File: config.mk
export PLATFORM = sky130hd
export DESIGN_NAME = memory_stage_flat
export DESIGN_NICKNAME = d
export VERILOG_FILES = /design/src/rtl/cpu_pkg.sv /design/src/rtl/memory_stage_if.sv /design/src/rtl/ex_mem_reg.sv /design/src/rtl/memory_stage.sv /design/src/flat_wrapper.sv
export SDC_FILE = /design/constraint.sdc
export NUM_CORES = 1
export LEC_CHECK = 0
export CORE_MARGIN = 5
export CORE_UTILIZATION = 39
export DETAILED_ROUTE_END_ITERATION = 16
export PLACE_DENSITY = 0.79
export SLEW_MARGIN = 20
export SYNTH_ARGS = -nofsm -noshare
export SYNTH_HDL_FRONTEND = slang
export SYNTH_HIERARCHICAL = 1
export SYNTH_SLANG_ARGS = --single-unit
File: constraint.sdc
create_clock -name clk -period 1.6 [get_ports clk]
set_input_delay 0.32 -clock clk [delete_from_list [all_inputs] [get_ports clk]]
set_output_delay 0.32 -clock clk [all_outputs]
set_load 0.005 [all_outputs]
File: src/rtl/cpu_pkg.sv
// Shared CPU pipeline definitions: memory-stage FSM states, NZCV bit
// positions, default datapath sizes and a small memory-op helper.
package cpu_pkg;

    typedef enum logic {
        IDLE   = 1'b0,
        ACCESS = 1'b1
    } mem_state_t;

    // NZCV bit positions inside a 4-bit flag vector
    localparam int N = 3;
    localparam int Z = 2;
    localparam int C = 1;
    localparam int V = 0;

    localparam int DEF_WIDTH   = 8;
    localparam int DEF_REGADDR = 4;

    // A valid instruction that touches data memory (load or store)
    function automatic logic is_mem_op(input logic valid, input logic load, input logic store);
        return valid & (load | store);
    endfunction

endpackage

File: src/rtl/memory_stage_if.sv
// Data-memory request/acknowledge bus between the memory stage (master)
// and the data memory (slave).
interface memory_stage_if
    import cpu_pkg::*;
#(
    parameter int WIDTH = DEF_WIDTH
);
    logic             mem_req;
    logic             mem_we;
    logic [WIDTH-1:0] mem_addr;
    logic [WIDTH-1:0] mem_wdata;
    logic [WIDTH-1:0] mem_rdata;
    logic             mem_ack;

    modport master (
        output mem_req,
        output mem_we,
        output mem_addr,
        output mem_wdata,
        input  mem_rdata,
        input  mem_ack
    );

    modport slave (
        input  mem_req,
        input  mem_we,
        input  mem_addr,
        input  mem_wdata,
        output mem_rdata,
        output mem_ack
    );
endinterface

File: src/rtl/ex_mem_reg.sv
// Generic enable-gated pipeline register with asynchronous clear.
// Holds all M-side state and is reused for the M/W boundary.
module ex_mem_reg #(
    parameter int W = 8
) (
    input  logic         clk,
    input  logic         reset,
    input  logic         en,
    input  logic [W-1:0] d,
    output logic [W-1:0] q
);

    // Load on enable, clear immediately on reset
    always_ff @(posedge clk or posedge reset) begin
        if (reset) begin
            q <= '0;
        end else if (en) begin
            q <= d;
        end
    end

endmodule

File: src/rtl/memory_stage.sv
// Memory pipeline stage: registers execute results, runs the data-memory
// req/ack access, stalls upstream while an access is outstanding and
// presents the completed instruction to writeback.
// Optional build macro MEM_TIMEOUT_EN adds an access watchdog that aborts
// after TIMEOUT request cycles without ack and reports it on MemErrM.
module memory_stage
    import cpu_pkg::*;
#(
    parameter int WIDTH   = DEF_WIDTH,
    parameter int REGADDR = DEF_REGADDR,
    parameter int TIMEOUT = 16
) (
    input  logic               clk,
    input  logic               reset,
    input  logic               ValidE,
    input  logic [WIDTH-1:0]   ALUResultE,
    input  logic [WIDTH-1:0]   WriteDataE,
    input  logic [3:0]         ALUFlags,
    input  logic               FlagWriteE,
    input  logic               MemWriteE,
    input  logic               MemtoRegE,
    input  logic               RegWriteE,
    input  logic [REGADDR-1:0] WA3E,
    output logic               StallM,
    output logic               ValidM,
    output logic [WIDTH-1:0]   ALUResultM,
    output logic [WIDTH-1:0]   ReadDataM,
    output logic               MemtoRegM,
    output logic               RegWriteM,
    output logic [REGADDR-1:0] WA3M,
    output logic [3:0]         FlagsM,
`ifdef MEM_TIMEOUT_EN
    output logic               MemErrM,
`endif
    memory_stage_if.master     mem
);

    localparam int MW = 2 * WIDTH + REGADDR + 4;

    mem_state_t       state, state_next;
    logic [MW-1:0]    mreg_p0, mreg_p1;
    logic [WIDTH-1:0] wdata_p1;
    logic             memwrite_p1;
    logic             rw_p1;
    logic             vm_p1;
    logic             cap_mem;
    logic             done;
    logic             rd_en;
    logic [WIDTH-1:0] rd_d;

    // E -> M boundary: RegWrite is qualified by validity before storage
    assign mreg_p0 = {ALUResultE, WriteDataE, WA3E, MemtoRegE, MemWriteE,
                      RegWriteE & ValidE, ValidE};

    ex_mem_reg #(.W(MW)) u_mreg (
        .clk   (clk),
        .reset (reset),
        .en    (!StallM),
        .d     (mreg_p0),
        .q     (mreg_p1)
    );

    assign {ALUResultM, wdata_p1, WA3M, MemtoRegM, memwrite_p1, rw_p1, vm_p1} = mreg_p1;

    // Architectural flags only move when a valid flag-setting op is accepted
    ex_mem_reg #(.W(4)) u_flags (
        .clk   (clk),
        .reset (reset),
        .en    (ValidE & FlagWriteE & !StallM),
        .d     (ALUFlags),
        .q     (FlagsM)
    );

    // Load data lands here on the completing edge; W samples it next cycle
    ex_mem_reg #(.W(WIDTH)) u_rdata (
        .clk   (clk),
        .reset (reset),
        .en    (rd_en),
        .d     (rd_d),
        .q     (ReadDataM)
    );

    assign cap_mem       = is_mem_op(ValidE, MemtoRegE, MemWriteE);
    assign mem.mem_addr  = ALUResultM;
    assign mem.mem_wdata = wdata_p1;

`ifdef MEM_TIMEOUT_EN
    localparam int CNT_W = $clog2(TIMEOUT) + 1;

    logic [CNT_W-1:0] wait_cnt;
    logic             abort;

    assign abort     = (state == ACCESS) & !mem.mem_ack & (wait_cnt == CNT_W'(TIMEOUT - 1));
    assign done      = mem.mem_ack | abort;
    assign rd_en     = (state == ACCESS) & ((mem.mem_ack & MemtoRegM) | abort);
    assign rd_d      = abort ? '0 : mem.mem_rdata;
    assign RegWriteM = rw_p1 & !abort;
    assign MemErrM   = abort;

    // Wait counter restarts for every newly launched access
    always_ff @(posedge clk or posedge reset) begin
        if (reset) begin
            wait_cnt <= '0;
        end else if (!StallM && state_next == ACCESS) begin
            wait_cnt <= '0;
        end else if (state == ACCESS) begin
            wait_cnt <= wait_cnt + CNT_W'(1);
        end
    end
`else
    // TIMEOUT only shapes the watchdog, which this build leaves out
    localparam int unused_timeout = TIMEOUT;

    assign done      = mem.mem_ack;
    assign rd_en     = (state == ACCESS) & mem.mem_ack & MemtoRegM;
    assign rd_d      = mem.mem_rdata;
    assign RegWriteM = rw_p1;
`endif

    // Access FSM state register; reset drops any access in flight
    always_ff @(posedge clk or posedge reset) begin
        if (reset) begin
            state <= IDLE;
        end else begin
            state <= state_next;
        end
    end

    // Next state, request and stall/valid generation; ack is only honoured in ACCESS
    always_comb begin
        state_next  = state;
        StallM      = 1'b0;
        ValidM      = vm_p1;
        mem.mem_req = 1'b0;
        mem.mem_we  = 1'b0;
        case (state)
            IDLE: begin
                if (cap_mem) begin
                    state_next = ACCESS;
                end
            end
            ACCESS: begin
                mem.mem_req = 1'b1;
                mem.mem_we  = memwrite_p1;
                StallM      = !done;
                ValidM      = done;
                if (done) begin
                    state_next = cap_mem ? ACCESS : IDLE;
                end
            end
            default: begin
                state_next = IDLE;
            end
        endcase
    end

endmodule

File: src/flat_wrapper.sv
// flat-port wrapper written by rule: the top's interface ports become plain ports
module memory_stage_flat import cpu_pkg::*;
#(
    parameter int WIDTH   = DEF_WIDTH,
    parameter int REGADDR = DEF_REGADDR,
    parameter int TIMEOUT = 16
)
  (clk, reset, ValidE, ALUResultE, WriteDataE, ALUFlags, FlagWriteE, MemWriteE, MemtoRegE, RegWriteE, WA3E, StallM, ValidM, ALUResultM, ReadDataM, MemtoRegM, RegWriteM, WA3M, FlagsM, mem_mem_req, mem_mem_we, mem_mem_addr, mem_mem_wdata, mem_mem_rdata, mem_mem_ack);
  memory_stage_if #(.WIDTH(WIDTH)) mem_i ();
  input  logic clk;
  input  logic reset;
  input  logic ValidE;
  input  logic [WIDTH-1:0] ALUResultE;
  input  logic [WIDTH-1:0] WriteDataE;
  input  logic [3:0] ALUFlags;
  input  logic FlagWriteE;
  input  logic MemWriteE;
  input  logic MemtoRegE;
  input  logic RegWriteE;
  input  logic [REGADDR-1:0] WA3E;
  output logic StallM;
  output logic ValidM;
  output logic [WIDTH-1:0] ALUResultM;
  output logic [WIDTH-1:0] ReadDataM;
  output logic MemtoRegM;
  output logic RegWriteM;
  output logic [REGADDR-1:0] WA3M;
  output logic [3:0] FlagsM;
  output wire logic [$bits(mem_i.mem_req)-1:0] mem_mem_req;
  output wire logic [$bits(mem_i.mem_we)-1:0] mem_mem_we;
  output wire logic [$bits(mem_i.mem_addr)-1:0] mem_mem_addr;
  output wire logic [$bits(mem_i.mem_wdata)-1:0] mem_mem_wdata;
  input wire logic [$bits(mem_i.mem_rdata)-1:0] mem_mem_rdata;
  input wire logic [$bits(mem_i.mem_ack)-1:0] mem_mem_ack;
  assign mem_mem_req = mem_i.mem_req;
  assign mem_mem_we = mem_i.mem_we;
  assign mem_mem_addr = mem_i.mem_addr;
  assign mem_mem_wdata = mem_i.mem_wdata;
  assign mem_i.mem_rdata = mem_mem_rdata;
  assign mem_i.mem_ack = mem_mem_ack;
  memory_stage #(.WIDTH(WIDTH), .REGADDR(REGADDR), .TIMEOUT(TIMEOUT)) u_core (.clk(clk), .reset(reset), .ValidE(ValidE), .ALUResultE(ALUResultE), .WriteDataE(WriteDataE), .ALUFlags(ALUFlags), .FlagWriteE(FlagWriteE), .MemWriteE(MemWriteE), .MemtoRegE(MemtoRegE), .RegWriteE(RegWriteE), .WA3E(WA3E), .StallM(StallM), .ValidM(ValidM), .ALUResultM(ALUResultM), .ReadDataM(ReadDataM), .MemtoRegM(MemtoRegM), .RegWriteM(RegWriteM), .WA3M(WA3M), .FlagsM(FlagsM), .mem(mem_i));
endmodule
**After elaboration in Yosys (flattened, before gate mapping)**

Index checks and enable logic that the tools add are counted.

- Register bits after elaboration: 37
- Word-level logic and storage cells: 21

- Muxes and demuxes: 7
- Bitwise gates (word level): 8
- Reductions and logical operators: 2

Operator list:

| cell | count |
|---|---|
| bitwise AND 1 bit | 6 |
| 2-to-1 mux 1 bit | 6 |
| logical NOT 1 bit | 2 |
| case mux 1 bit (2 select lines) | 1 |
| NOT 1 bit | 1 |
| OR 1 bit | 1 |

**Depth between registers and ports, before layout**

Gate-level depths: netlist of the first run.

- Depth after elaboration: 5
- Mapped depth: 4
- Gate-level depth less buffers: 3

**Modules after synthesis**

The synthesis of the first run kept the hierarchy.

By module, submodules not included:

| module | times used | cells an instance | area an instance (µm²) |
|---|---|---|---|
| ex_mem_reg (u_core.u_mreg) | 1 | 52 | 1,001.0 |
| ex_mem_reg (u_core.u_rdata) | 1 | 18 | 335.3 |
| memory_stage | 1 | 19 | 153.9 |
| ex_mem_reg (u_core.u_flags) | 1 | 9 | 148.9 |

**Least setup slack after synthesis of the first run**

OpenSTA, ideal clock, no wires.

- Kind: register -> register
- Start: register u_core.state
- End: register u_core.u_flags.q[0]
- Library setup time: 0.125 ns
- Arrival: 1.084 ns
- Required time: 1.475 ns
- Slack: 0.391 ns
- Stages on the path, launching flop included: 4
- Path buffers: 0
- Clock period less this slack: 1.209 ns
- Path through: dfrtp_1 nand2b_4 and3_1 mux2_2

- Longest elaborated chain between the ends: 3

RTL lines:

| element | line | RTL |
|---|---|---|
| start, declared | memory_stage.sv:40 | `mem_state_t state, state_next;` |
| start signal, assigned | memory_stage.sv:125 | `state <= state_next;` |
| 2-to-1 mux 1 bit | memory_stage.sv:136 | `case (state)` |
| logical NOT 1 bit | -- |  |
| bitwise AND 1 bit | memory_stage.sv:69 | `.en (ValidE & FlagWriteE & !StallM),` |
| end signal, assigned | ex_mem_reg.sv:16 | `q <= '0;` |
| end signal, assigned | ex_mem_reg.sv:18 | `q <= d;` |
| end, declared | ex_mem_reg.sv:10 | `output logic [W-1:0] q` |

Every way passes these cells.
A chain may end at the register's enable or synchronous reset.

**Worst setup path after layout of the first run**

- Start: register u_core.state
- End: output port ValidM

- Longest elaborated chain between the ends: 1

RTL lines:

| element | line | RTL |
|---|---|---|
| 2-to-1 mux 1 bit | memory_stage.sv:136 |  |
| end, declared | flat_wrapper.sv:22 | `output logic ValidM;` |

Every way passes these cells.

==> results.toml, run 1 <==
[run_status]
status = "complete, no violations"

[die]
core_sq_um = 4030
die_h_um = 74.8
rows = 23
start_util_pct = 40.7
boundaryPins = 86
die_x_um = 74.8
dieArea_sq_um = 5600

[logic_synthesis]
syn-num-nets = 138
ys_ff_latch = 37
synthCells = 98
avgSynthCellArea_sq_um = 16.7
yosysSeqAreaShare_pct = 56.5
ys_warn_count = 6
netlist_area_sq_um = 1640
ys_types = 14

[sta]
slew_headroom_pct = 81.6
slew_viol_final = 0
hold_violations = 0
min_period_ns = 1.53
fin_crit_sh_pct = 95.6
max_slew.worst_pin.slew_ns = 0.276
max_freq_mhz = 654
fin_skew_ns = 0.00617
rsz0062_at_grt = "false"
setup_violations = 0

[drt]
wl_per_cell_um = 17.1
drc = 0
ant_nets = 0
dr.pass1.iters = 2
viasPerCell = 4.50
vias = 1062
drtIter0Drc = 63
wirelength_mm = 4.05

[final_layout]
n_antenna_cell = 0
nets = 225
drive_above_1_share_pct = 29.6
final_area_sq_um = 2600
area_delta_synth_final_pct = 58.4
n_fill_cell = 304
final_util_pct = 64.4

[placement]
dp_hpwl_mm = 3.24
gp_congestion = 0.829
io_buffer_count = 85
post_dp_cell_area_sq_um = 2470

[critical_path]
cp_max_fo = 3
path_class = "register to primary output"
r2r-end = "u_core/u_mreg/q[8]"
r2r_cells = 4
start_kind = "register"
crit_required_ns = 1.28
cp.arrival_ns = 1.21
r2r_slack_ns = 0.22
crit_path_end_kind = "primary output"
r2r_start = "u_core/state"

[cts]
htree_levels = 2
clk_latency_ns = 0.28
cts.reportedPaths.clkPinSlew_ns = 0.07
numCtsBuffers = 5
cts_tree = "done"
clockBufferDepth = 2
cts_root_buf = "clkbuf_8"
clock_sinks = 37
hold_buffers = 0

[min_path]
hold_path.class = "input pin to async pin"

[power_and_ir_drop]
p_leak_nw = 1.20
p_per_area_nw_per_um2 = 1040
peakVddDrop_v = 0.000491

[global_routing]
grt.total_usage_pct = 14.6
grt-ovfl-total = 0
grt_pass1_vias = 1217
grt_pass1_wl_mm = 5.97
grt_max_degree = 18
antenna_found_initial = 0

[run]
drv_cap = 0
==> logic make-up (layout without fill, tap and decap cells) <==
kind of cell | after synthesis | count (layout) | synth area share (%)
AO/OA/AOI/OAI | 1 | 1 | 0.305
buffers and inverters | 17 | 105 | 8.63
multiplexers | 37 | 37 | 31.8
flip-flops | 37 | 37 | 56.5
AND/OR/NAND/NOR | 6 | 6 | 2.75
==> how the worst max path moves through the flow <==
| stage | start | endpoint | slack (ns) | cells past startpoint |
|---|---|---|---|---|
| after detailed placement | mem_mem_ack | ValidM | -0.22 | 3 |
| after CTS | u_core/state | ValidM | -0.04 | 3 |
| after floorplan | u_core/state | u_core/u_flags/q[0] | 0.39 | 3 |
| after global routing | u_core/state | ValidM | 0.03 | 3 |
| final | u_core/state | ValidM | 0.07 | 3 |
| after global placement | mem_mem_ack | ValidM | -0.18 | 3 |
==> synth_stat cells, drive strengths merged <==
master  count  area share [%]
buf        12             7.5
nand2       1            0.23
dfrtp      37              56
inv         5             1.1
nand2b      1            0.84
mux2       37              32
and3        2            0.84
and2        2            0.84
o21ai       1            0.31
==> critical path: stages, from the launching register on <==
cell and delay (ns):
dfrtp_1 0.37, buf_4 0.12, mux2_2 0.32, clkbuf_2 0.12
==> area by class of cell <==
| cell class | count | area (sq um) | share of cell area [%] |
|---|---|---|---|
| clock buffer | 7 | 86.3 | 3.33 |
| clock inverter | 1 | 30.0 | 1.16 |
| inverter | 5 | 18.8 | 0.723 |
| multi-input combinational | 44 | 572 | 22.0 |
| tap | 50 | 62.6 | 2.41 |
| timing repair buffer | 92 | 901 | 34.7 |
| sequential | 37 | 926 | 35.7 |
==> layer usage <==
layer / vias up / share of wire [%] / track usage (%)
met5: - / 0 / 0
met4: 0 / 3.5 / 8.70
met3: 10 / 7.3 / 3.60
met2: 45 / 52 / 25.2
met1: 512 / 37 / 16.1
li1: 495 / - / -
==> sequential cells by signal (all words and copies together), names as in the netlist <==
| signal | cells |
|---|---|
| u_core/u_rdata/q | 8 |
| u_core/u_flags/q | 4 |
| u_core/state | 1 |
| u_core/u_mreg/q | 24 |
==> stage by stage <==
step / instances / setup TNS [ns] / power [mW] / hold slack (ns) / setup slack [ns]
2_1_floorplan: 98 / 0 / 1.48 / 0.0487 / 0.391
3_3_place_gp: 227 / -2.10 / 1.90 / 0.490 / -0.183
3_5_place_dp: 227 / -3.53 / 1.92 / 0.492 / -0.220
4_1_cts: 236 / -0.0387 / 2.74 / 0.265 / -0.0387
5_1_grt: 236 / 0 / 2.83 / 0.280 / 0.0267
6_report: 236 / 0 / 2.71 / 0.272 / 0.0698
==> power breakdown <==
group	leakage, nW	internal, mW	switching, mW
sequential	0.434	1.07	0.0800
combinational	0.710	0.540	0.203
clock	0.0585	0.508	0.302
==> cells in the final DEF, fill, tap and decap left out, drive strengths merged <==
cell	n
nand2	1
dlymetal6s2s	1
dfrtp	37
and3	2
clkdlybuf4s50	80
nand2b	1
clkbuf	8
dlygate4sd2	3
bufinv	1
buf	7
mux2	37
inv	5
o21ai	1
and2	2
==> what timing repair did <==
item	CTS	global route
setup endpoints to repair	4	2
cloned	0	0
gates resized for setup	6	2
buffers inserted	1	0
hold endpoints to repair	0	0
No activity file was read; power rests on OpenSTA's default activity.
==> run 2, diff against run 1 <==
--- a/config.mk
+++ b/config.mk
@@ -7,6 +7,7 @@
 export LEC_CHECK = 0
 export CORE_MARGIN = 5
 export CORE_UTILIZATION = 39
+export CTS_CLUSTER_DIAMETER = 30
 export DETAILED_ROUTE_END_ITERATION = 16
 export PLACE_DENSITY = 0.79
 export SLEW_MARGIN = 20
==> results of run 2 <==
Final layout, timing and power as in run 1 (identical DEF).
==> run 3, diff against run 2 <==
--- a/config.mk
+++ b/config.mk
@@ -5,6 +5,7 @@
 export SDC_FILE = /design/constraint.sdc
 export NUM_CORES = 1
 export LEC_CHECK = 0
+export CAP_MARGIN = 20
 export CORE_MARGIN = 5
 export CORE_UTILIZATION = 39
 export CTS_CLUSTER_DIAMETER = 30
==> results of run 3 <==
Final layout, timing and power as in run 1 (identical DEF).
